--- config.mk ---
export PLATFORM = sky130hd
export DESIGN_NAME = instruction_fetch_unit
export DESIGN_NICKNAME = d
export VERILOG_FILES = /design/src/rtl/instruction_fetch_unit.sv
export SDC_FILE = /design/constraint.sdc
export NUM_CORES = 1
export LEC_CHECK = 0
export BUFFER_PORTS_ARGS = -buffer_cell sky130_fd_sc_hd__clkbuf_2
export CORE_ASPECT_RATIO = 1.2
export CORE_MARGIN = 2
export CORE_UTILIZATION = 27
export CTS_CLUSTER_SIZE = 28
export DETAILED_ROUTE_END_ITERATION = 10
export PLACE_DENSITY_LB_ADDON = 0.12
export REMOVE_ABC_BUFFERS = 1
export SYNTH_ARGS = -nofsm -noshare
export SYNTH_HDL_FRONTEND = slang
export SYNTH_SLANG_ARGS = --single-unit
export TNS_END_PERCENT = 10
--- constraint.sdc ---
create_clock -name clk -period 2 [get_ports clk]
set_clock_uncertainty 0.15 [all_clocks]
set_input_delay 0.1 -clock clk [delete_from_list [all_inputs] [get_ports clk]]
set_output_delay 0.1 -clock clk [all_outputs]
set_load 0.02 [all_outputs]
--- src/rtl/instruction_fetch_unit.sv ---
// Fetch stage: PC register, word address to the combinational instruction memory, and the IF/ID
// register with stall, flush, branch redirect, out-of-range fetch fault and a count of valid fetches.
module instruction_fetch_unit #(
  parameter logic [31:0] RESET_PC  = 32'h0000_0000,
  parameter int          MEM_DEPTH = 32,
  parameter logic [31:0] NOP_INSTR = 32'hE1A0_0000
) (
  input  logic        clk,
  input  logic        rst_n,
  output logic [31:0] instructionAdress,
  input  logic [31:0] instruction,
  input  logic        stallF,
  input  logic        stallD,
  input  logic        flushD,
  input  logic        branchTaken,
  input  logic [31:0] branchTarget,
  output logic [31:0] pcF,
  output logic [31:0] instrD,
  output logic [31:0] pcPlus4D,
  output logic [31:0] pcPlus8D,
  output logic        validD,
  output logic        fetchFault,
  output logic [31:0] fetchCount
);

  localparam logic [31:0] RESET_PC_ALIGNED = RESET_PC & ~32'h3;
  localparam logic [31:0] DEPTH_W          = 32'(MEM_DEPTH);

  logic [31:0] pc_q, pc_d;
  logic [31:0] instr_q, instr_d;
  logic [31:0] pc4_q, pc4_d;
  logic [31:0] pc8_q, pc8_d;
  logic        valid_q, valid_d;
  logic [31:0] count_q, count_d;
  logic        fault;
  logic [31:0] pc_plus4;
  logic [31:0] pc_plus8;

  assign instructionAdress = {2'b00, pc_q[31:2]};
  assign fault             = instructionAdress >= DEPTH_W;
  assign pc_plus4          = pc_q + 32'd4;
  assign pc_plus8          = pc_q + 32'd8;

  always_comb begin
    pc_d    = pc_q;
    instr_d = instr_q;
    pc4_d   = pc4_q;
    pc8_d   = pc8_q;
    valid_d = valid_q;
    count_d = count_q;

    // A redirect must never be dropped, so it outranks the fetch stall.
    if (branchTaken) begin
      pc_d = branchTarget & ~32'h3;
    end else if (!stallF) begin
      pc_d = pc_plus4;
    end

    // The word fetched on a redirect edge is down the wrong path: squash it.
    if (flushD || branchTaken) begin
      instr_d = NOP_INSTR;
      valid_d = 1'b0;
    end else if (!stallD) begin
      instr_d = fault ? NOP_INSTR : instruction;
      pc4_d   = pc_plus4;
      pc8_d   = pc_plus8;
      valid_d = ~fault;
      if (!fault) begin
        count_d = count_q + 32'd1;
      end
    end
  end

  always_ff @(posedge clk or negedge rst_n) begin
    if (!rst_n) begin
      pc_q    <= RESET_PC_ALIGNED;
      instr_q <= NOP_INSTR;
      pc4_q   <= 32'd0;
      pc8_q   <= 32'd0;
      valid_q <= 1'b0;
      count_q <= 32'd0;
    end else begin
      pc_q    <= pc_d;
      instr_q <= instr_d;
      pc4_q   <= pc4_d;
      pc8_q   <= pc8_d;
      valid_q <= valid_d;
      count_q <= count_d;
    end
  end

  assign pcF        = pc_q;
  assign instrD     = instr_q;
  assign pcPlus4D   = pc4_q;
  assign pcPlus8D   = pc8_q;
  assign validD     = valid_q;
  assign fetchFault = fault;
  assign fetchCount = count_q;

endmodule
==> results of run 1 <==
==> tightest hold or removal path, stage by stage <==
cell and delay [ps]:
clkbuf_2 190, mux2i_1 180, o21ai_0 100
==> layout by cell type (no fill, tap or decap), types with 23 or more instances in the layout <==
cell and count:
o21ai_0 77, xor2_1 47, clkbuf_2 251, buf_4 89, dfrtp_1 147, nand4_1 23
nand3_1 30, nand2_1 141, dlygate4sd3_1 65, a22o_1 26, xnor2_1 67
==> repair_timing <==
| action | CTS | global route |
|---|---|---|
| setup endpoints to repair | 98 | 107 |
| hold endpoints to repair | 211 | 0 |
| gates resized for setup | 20 | 44 |
| gates cloned | 1 | 1 |
| hold buffers | 66 | 0 |
| pin swaps | 18 | 31 |
| setup buffers | 7 | 2 |
==> how the worst max path moves through the flow <==
stage | startpoint | to | depth (start not counted)
3_3_place_gp | pcF[3]$_DFFE_PN0N_ | pcF[23]$_DFFE_PN0N_ | 8
5_1_grt | pcF[8]$_DFFE_PN0N_ | fetchCount[29]$_DFFE_PN0P_ | 8
6_report | pcF[8]$_DFFE_PN0N_ | fetchFault | 5
3_5_place_dp | pcF[7]$_DFFE_PN0N_ | fetchCount[29]$_DFFE_PN0P_ | 7
2_1_floorplan | branchTaken | fetchCount[8]$_DFFE_PN0P_ | 5
4_1_cts | pcF[8]$_DFFE_PN0N_ | fetchFault | 5
==> flip-flops by register name, summed over array words and instances (netlist names) <==
signal / cells
fetchCount: 32
pcPlus8D: 30
pcF: 30
pcPlus4D: 30
validD: 1
instrD: 32
==> where the power goes <==
group | switching (mW) | internal, mW | total, mW
logic | 1.18 | 0.734 | 1.91
clock network | 1.50 | 1.89 | 3.39
registers | 0.186 | 3.41 | 3.60
==> layer usage <==
layer | routed length (µm) | vias up | GRT usage [%]
met4 | 235 | 0 | 4.90
met2 | 12100 | 217 | 27.7
met3 | 1200 | 14 | 3.24
li1 | - | 3372 | -
met1 | 11400 | 3334 | 21.7
met5 | 0 | - | 0
==> metrics by stage <==
stage               power [mW]  utilization, %
floorplan                 4.54               -
global placement          5.45            34.5
detailed placement        5.45            34.5
CTS                       9.06            39.6
global route              9.35            40.3
finish                    8.90            40.3
==> logic make-up after synthesis <==
family,Yosys count,synth area share [%]
flops,155,49.6
buf+inv,107,7.67
other cells,1,0.0479
fa+ha+maj,4,0.639
compound gates,120,9.30
xor+xnor,115,12.9
simple gates,296,19.7
mux,1,0.128
==> layout make-up <==
cell class | instances | area (µm²) | area share (%)
flip-flops and latches | 155 | 3890 | 33.6
inverters | 8 | 30.0 | 0.260
clock inverters | 15 | 174 | 1.50
clock buffers | 17 | 425 | 3.68
multi-input cells | 544 | 3580 | 31.0
repair buffers | 433 | 2980 | 25.8
well taps | 385 | 482 | 4.16
==> summary.md, run 1 <==
| Metric | Value |
|---|---|
| Drc violations | 0 |
| R2R setup slack | -30 ps |
| Cell leakage power | 5.42 nW |
| WL per Instance | 16.1 µm |
| RR Endpoint | fetchCount[29]$_DFFE_PN0P_ |
| Final Wtd Congestion | 0.767 |
| Clock Path Buffers | 2 |
| CP cell instances | nor4_2, buf_4, and4_4, nand2_1, buf_2 |
| Antenna Nets Post-Route | 0 |
| Nets | 1233 |
| TNS Setup | -238 ps |
| DP Area | 9910 µm² |
| Port bufs | 253 |
| Synth top area share | 47.6% |
| Worst EP arrival | 1800 ps |
| Crit-path leading delay family | simple AND/OR/NAND/NOR gates |
| CP max FO | 4 |
| Register-to-Register Path Depth | 8 |
| Hold_sp | stallF |
| Final worst path period share | 102% |
| Hold WS | 37.3 ps |
| Startpoint types | flop |
| HP Class | in -> reg |
| WL final | 25000 µm |
| Avg Inst Size Synth | 9.80 µm² |
| Final WS setup | -48.2 ps |
| Initial DRT Pass Iterations | 4 |
| RR Startpoint | pcF[8]$_DFFE_PN0N_ |
| Most common library cells after synthesis | 149 x dfrtp_1, 142 x nand2_1, 81 x o21ai_0 |
| First-pass GRT wire length | 38900 µm |
| Vias in the first global route | 6759 |
| Count leader, synth | dfrtp_1 |
| Worst-Skew Late Latency | 440 ps |
| Final Critical Period | 2050 ps |
| Fillers | 2929 |
| CP max-delay cell | dfrtp_1 |
| Status | finished, violations left |
| Vias | 6937 |
| Number of vias per cell | 4.46 |
| FFs w/ async S/R, synth | 100% |
| Die Area | 30400 µm² |
| Die width | 159 µm |
| Worst Hold End | pcF[3]$_DFFE_PN0N_ |
| Crit Path Category | reg -> out |
| Maximum number of pins on one net before global-route repair | 84 |
| Clock sinks | 155 |
| Total track usage | 16.5% |
| WHS Path Cells | 3 |
| Placed insts | 1448 |
| F_max | 488 MHz |
| Clk slew on worst S/H paths | 70 ps |
| Post-synth cell types | 43 |
| Post-Syn Instances | 799 |
| Layout cells sized above 1 | 39.6% |
| Worst Path Required | 1750 ps |
| Die Span Y | 191 µm |
| Buffers and inverters on the worst path | 2 |
| Initial antenna violation count | 0 |
| Core Region | 28700 µm² |
| DR iter-0 viols | 288 |
| Synth Flop Type | dfrtp_1 |
| H-Tree Depth | 4 |
| Row cnt | 68 |
| Unrepaired setup endpoints after global routing | true |
| Worst path max stage delay | 400 ps |
| Post-Place Setup Slack | -201 ps |
| Design area | 11600 µm² |
| EDFF count, synth | 0 |
| Diode count | 0 |
| MaxCap Viol Count | 0 |
| Initial Util | 27.3% |
| CTS tree | built |
| Synth area leader | dfrtp_1 |
| CP endpoint kind | primary output |
| Seq/Total Area, Yosys | 49.6% |
| Inserted Clock Buffers | 17 |
| Violated checks | negative setup slack |
| Top post-synthesis cells by area | dfrtp_1 48%, xnor2_1 7.6%, nand2_1 6.8%, xor2_1 5.3%, o21ai_0 5.2% |
| Top Ports | 264 |
| Final Max Slew Viols | 0 |
| VDD IR max | 472 µV |
| Post-Layout Cell Count | 1557 |
| #FFs+latches synth | 155 |
| Final Hold Fails | 0 |
| Synthesized area | 7830 µm² |
| Gr ovfl total | 0 |
| Final setup viols | 15 |
| Layout area overhead | 47.8% |
| Pwr per Cell Area | 770 nW/µm² |
| YS warnings | 0 |
| HPWL after DPL | 18000 µm |
| Root Driver | clkbuf_16 |
Note: power is estimated with default switching activity, not from simulation.
==> inputs of run 2 (changes only) <==
--- a/config.mk
+++ b/config.mk
@@ -7,7 +7,7 @@
 export LEC_CHECK = 0
 export BUFFER_PORTS_ARGS = -buffer_cell sky130_fd_sc_hd__clkbuf_2
 export CORE_ASPECT_RATIO = 1.2
-export CORE_MARGIN = 2
+export CORE_MARGIN = 4
 export CORE_UTILIZATION = 27
 export CTS_CLUSTER_SIZE = 28
 export DETAILED_ROUTE_END_ITERATION = 10
==> run 2 against run 1 <==
Against the previous run:
- fmax shrank 1.4%
- final cell count shrank 0.51%
- global-route usage down 0.21 points
- clock power is essentially flat
- hold slack got worse by 9.4 ps
- largest power group unchanged
- the flow still finishes with violations (negative setup slack)
- sequential share of layout area grew 0.069 points
- utilization barely moved
- power up 0.35%
==> summary.md, run 2 (same netlist as run 1, synthesis figures left out) <==
| Metric | Value |
|---|---|
| Pwr per Cell Area | 773 nW/µm² |
| WL final | 26200 µm |
| Layout area overhead | 47.7% |
| TNS Setup | -809 ps |
| Cell leakage power | 5.41 nW |
| CP endpoint kind | flop |
| VDD IR max | 408 µV |
| Worst slew pin tran | 978 ps |
| Row cnt | 68 |
| Final worst path period share | 104% |
| Worst-Skew Late Latency | 430 ps |
| Clock sinks | 155 |
| Layout cells sized above 1 | 39.7% |
| Top Ports | 264 |
| DR iter-0 viols | 360 |
| Worst Path Required | 2150 ps |
| HPWL after DPL | 18400 µm |
| MaxCap Viol Count | 0 |
| WL per Instance | 16.9 µm |
| Unrepaired setup endpoints after global routing | true |
| Startpoint types | flop |
| Inserted Clock Buffers | 17 |
| Final setup viols | 33 |
| Clock Path Buffers | 2 |
| Maximum number of pins on one net before global-route repair | 119 |
| Die Span Y | 195 µm |
| Crit Path Category | reg -> reg |
| CTS tree | built |
| Violated checks | negative setup slack |
| Vias | 6872 |
| Clk slew on worst S/H paths | 60 ps |
| Total power | 8.94 mW |
| F_max | 482 MHz |
| Fillers | 2890 |
| Gr ovfl total | 0 |
| Commonest cells after routing, fill and taps aside | 251 x clkbuf_2, 143 x dfrtp_1, 139 x nand2_1 |
| Diode count | 0 |
| CP max FO | 8 |
| Nets | 1225 |
| Antenna Nets Post-Route | 0 |
| Initial DRT Pass Iterations | 4 |
| Final Critical Period | 2080 ps |
| First-pass GRT wire length | 40600 µm |
| Final Wtd Congestion | 0.734 |
| Status | finished, violations left |
| Core Region | 28700 µm² |
| Initial Util | 27.3% |
| Post-Place Setup Slack | -247 ps |
| Total track usage | 16.3% |
| Final Hold Fails | 0 |
| Worst EP arrival | 2220 ps |
| Port bufs | 253 |
| Initial antenna violation count | 1 |
| Number of vias per cell | 4.44 |
| Final Max Slew Viols | 0 |
| Drc violations | 0 |
| Utilization after layout | 40.3% |
| Vias in the first global route | 7074 |
| HP Class | in -> reg |
| H-Tree Depth | 4 |
| Final WS setup | -76.3 ps |
| Hold WS | 27.9 ps |
| Die Area | 31800 µm² |
| Root Driver | clkbuf_16 |
| Worst relative slew slack | 34.8% |
| Die width | 163 µm |
| Commonest non-fill, non-tap cell in the layout | clkbuf_2 |
run 2: routing by layer:
layer / vias to the layer above / global-route usage (%) / share of wire (%) / wire length (µm)
met3: 25 / 3.35 / 5.9 / 1530
met4: 2 / 4.63 / 1.4 / 372
li1: 3337 / - / - / -
met1: 3283 / 22.0 / 45 / 11900
met2: 225 / 26.5 / 47 / 12400
met5: - / 0 / 0.046 / 12
run 2: power by group:
part,internal [mW],leakage [nW],switching [mW],total [mW]
Clock,2.00,0.285,1.40,3.40
Sequential,3.41,2.01,0.191,3.60
Combinational,0.730,3.12,1.20,1.93
run 2: final timing paths:
check | startpoint | endpoint | slack (ps) | cells past startpoint
max in group asynchronous | rst_n | pcF[22]$_DFFE_PN0N_ | 610 | 3
max reg2reg | pcF[3]$_DFFE_PN0N_ | pcF[28]$_DFFE_PN0N_ | -80 | 7
min | stallD | instrD[21]$_DFFE_PN1P_ | 30 | 3
min in group asynchronous | rst_n | fetchCount[31]$_DFFE_PN0P_ | 80 | 3
min reg2reg | pcPlus8D[16]$_DFFE_PN0P_ | pcPlus8D[16]$_DFFE_PN0P_ | 330 | 2
max | pcF[3]$_DFFE_PN0N_ | pcF[28]$_DFFE_PN0N_ | -80 | 7
run 2: timing repair:
item | CTS | global route
endpoints found under the setup margin | 101 | 126
gates resized for setup | 25 | 59
cloned | 0 | 2
buffers inserted | 2 | 3
hold buffers | 66 | 0
endpoints found under the hold margin | 219 | 0
pin swaps | 33 | 25
run 2: worst max-delay path, cell delays in order, from the launching register on:
cell     delay (ps)
dfrtp_1         400
ha_2            200
nand3_2         120
or3_4           420
buf_6           160
nor4_4          280
xnor2_1         150
o21ai_1          70
run 2: per-stage QoR:
stage	cell area (µm²)	instances
after floorplan	7280	707
after global placement	9880	1444
after detailed placement	9880	1444
after CTS	11300	1544
after global routing	11600	1549
final	11600	1549
run 2: cell type report:
| type | instances | area (µm²) | share of cell area (%) |
|---|---|---|---|
| clock buffer | 22 | 454 | 3.93 |
| multi-input combinational | 544 | 3640 | 31.5 |
| inverter | 8 | 30.0 | 0.260 |
| timing repair buffer | 425 | 2920 | 25.3 |
| tap | 385 | 482 | 4.17 |
| clock inverter | 10 | 141 | 1.22 |
| sequential | 155 | 3890 | 33.7 |
==> inputs of run 3 (changes only) <==
--- a/config.mk
+++ b/config.mk
@@ -8,7 +8,7 @@
 export BUFFER_PORTS_ARGS = -buffer_cell sky130_fd_sc_hd__clkbuf_2
 export CORE_ASPECT_RATIO = 1.2
 export CORE_MARGIN = 4
-export CORE_UTILIZATION = 27
+export CORE_UTILIZATION = 46
 export CTS_CLUSTER_SIZE = 28
 export DETAILED_ROUTE_END_ITERATION = 10
 export PLACE_DENSITY_LB_ADDON = 0.12
==> run 3 against run 2 <==
Against the previous run:
- sequential share of layout area grew 1.1 points
- fmax shrank 0.23%
- the flow still finishes with violations (negative setup slack)
- critical path type unchanged
- via count grew 0.26%
- first-iteration DRC count fell by 12%
==> summary.md, run 3 (same netlist as run 1, synthesis figures left out) <==
| Metric | Value |
|---|---|
| Die Span Y | 151 µm |
| H-Tree Depth | 4 |
| Placed insts | 1264 |
| Worst EP arrival | 2220 ps |
| Fraction of power spent switching nets | 30.9% |
| Nets | 1221 |
| Number of vias per cell | 5.01 |
| Reg area | 3890 µm² |
| Design area | 11200 µm² |
| Die width | 127 µm |
| Commonest non-fill, non-tap cell in the layout | clkbuf_2 |
| Fillers | 1399 |
| Row cnt | 52 |
| Initial DRT Pass Iterations | 7 |
| Core Region | 16800 µm² |
| Worst path max stage delay | 640 ps |
| HP Class | in -> reg |
| Final setup viols | 35 |
| Worst slew pin tran | 562 ps |
| Multi-input gate area | 3560 µm² |
| CP endpoint kind | flop |
| Reg power frac | 41.1% |
| DP Area | 9540 µm² |
| RR Startpoint | pcF[11]$_DFFE_PN0N_ |
| Final Wtd Congestion | 0.825 |
| Vias in the first global route | 6880 |
| Drc violations | 0 |
| Combinational share of power | 21.7% |
| Clock share of power | 37.2% |
| Pwr per Cell Area | 784 nW/µm² |
| Total power | 8.77 mW |
| Vias | 6890 |
| Hold_sp | stallD |
| Startpoint types | flop |
| VDD IR max | 492 µV |
| Worst Path Required | 2140 ps |
| Layout area overhead | 42.9% |
| Clk slew on worst S/H paths | 70 ps |
| First-pass GRT wire length | 36200 µm |
| WL per Instance | 16.6 µm |
| Initial Util | 46.6% |
| CP max-delay cell | or4_4 |
| Final Hold Fails | 0 |
| Diode count | 0 |
| TNS Setup | -1020 ps |
| Final Max Slew Viols | 0 |
| Worst setup path startpoint | pcF[11]$_DFFE_PN0N_ |
| CP cell instances | buf_4, nand4_2, or4_4, nor4b_4, xnor2_1, o21ai_2 |
| Gr ovfl total | 0 |
| Initial antenna violation count | 0 |
| WL final | 22900 µm |
| Worst relative slew slack | 62.5% |
| Root Driver | clkbuf_16 |
| HPWL after DPL | 15900 µm |
| MaxCap Viol Count | 0 |
| Top Ports | 264 |
| Commonest cells after routing, fill and taps aside | 252 x clkbuf_2, 147 x dfrtp_1, 141 x nand2_1 |
| Antenna Nets Post-Route | 0 |
| CTS tree | built |
| Final WS setup | -81.1 ps |
| Worst-Skew Late Latency | 420 ps |
| Post-Layout Cell Count | 1376 |
| F_max | 481 MHz |
| Switching Power | 2.71 mW |
| Unrepaired setup endpoints after global routing | true |
| Port bufs | 253 |
| Clock Path Buffers | 2 |
| Status | finished, violations left |
| Die Area | 19200 µm² |
| Final worst path period share | 104% |
| Clock sinks | 155 |
| Cell leakage power | 5.28 nW |
| Violated checks | negative setup slack |
| Hold WS | 16.5 ps |
| Total track usage | 23.9% |
| Inserted Clock Buffers | 17 |
| DR iter-0 viols | 317 |
| Internal power | 6.06 mW |
| Crit Path Category | reg -> reg |
| CP max FO | 5 |
| Maximum number of pins on one net before global-route repair | 67 |
| Layout cells sized above 1 | 38.3% |
| Final Critical Period | 2080 ps |
-- run 3: what timing repair did --
item,in CTS,in global routing
endpoints found under the hold margin,219,0
cloned,1,1
hold buffers,68,0
setup buffers,8,2
pin swaps,28,25
gates resized for setup,19,38
endpoints found under the setup margin,89,120
-- run 3: power groups by stage --
stage / sequential, mW / clock [mW] / combinational, mW
final: 3.61 / 3.26 / 1.90
after global routing: 3.65 / 3.49 / 2.07
after CTS: 3.60 / 3.34 / 1.89
after detailed placement: 3.65 / 0 / 1.76
after global placement: 3.64 / 0 / 1.74
after floorplan: 4.15 / 0 / 0.394
-- run 3: stage by stage --
step	utilization, %	setup WS, ps
after floorplan	-	-918
after global placement	56.9	-169
after detailed placement	56.9	-200
after global routing	66.6	-173
final	66.6	-81.1
after CTS	65.6	-61.7
-- run 3: path summary, 6_finish.rpt --
check	slack, ps	end	cells past startpoint
min reg2reg	330	pcPlus4D[3]$_DFFE_PN0P_	2
max reg2reg	-80	pcF[30]$_DFFE_PN0N_	6
max in group asynchronous	530	fetchCount[5]$_DFFE_PN0P_	4
min in group asynchronous	520	fetchCount[21]$_DFFE_PN0P_	3
max	-80	pcF[30]$_DFFE_PN0N_	6
min	20	instrD[30]$_DFFE_PN1P_	3
-- run 3: layout make-up --
cell class,count,share of cell area (%)
Tap cell,216,2.42
Sequential cell,155,34.8
Inverter,8,0.269
Clock inverter,12,1.23
Timing Repair Buffer,421,25.4
Multi-Input combinational cell,544,31.8
Clock buffer,20,4.08
-- run 3: worst max-delay path, delay by kind of cell (launching register included) --
kind	cells	cell delay, ps
DFF	1	420
AOI/OAI and AO/OA	1	70
buffers and inverters	1	140
xor gates and xnor gates	1	180
and+or+nand+nor	3	990
-- run 3: routing by layer --
metal / up-vias / track usage, % / routed length [µm]
met5: - / 0 / 0
met4: 0 / 7.89 / 491
met3: 33 / 4.69 / 1270
met2: 222 / 41.1 / 11700
met1: 3290 / 30.3 / 9490
li1: 3345 / - / -
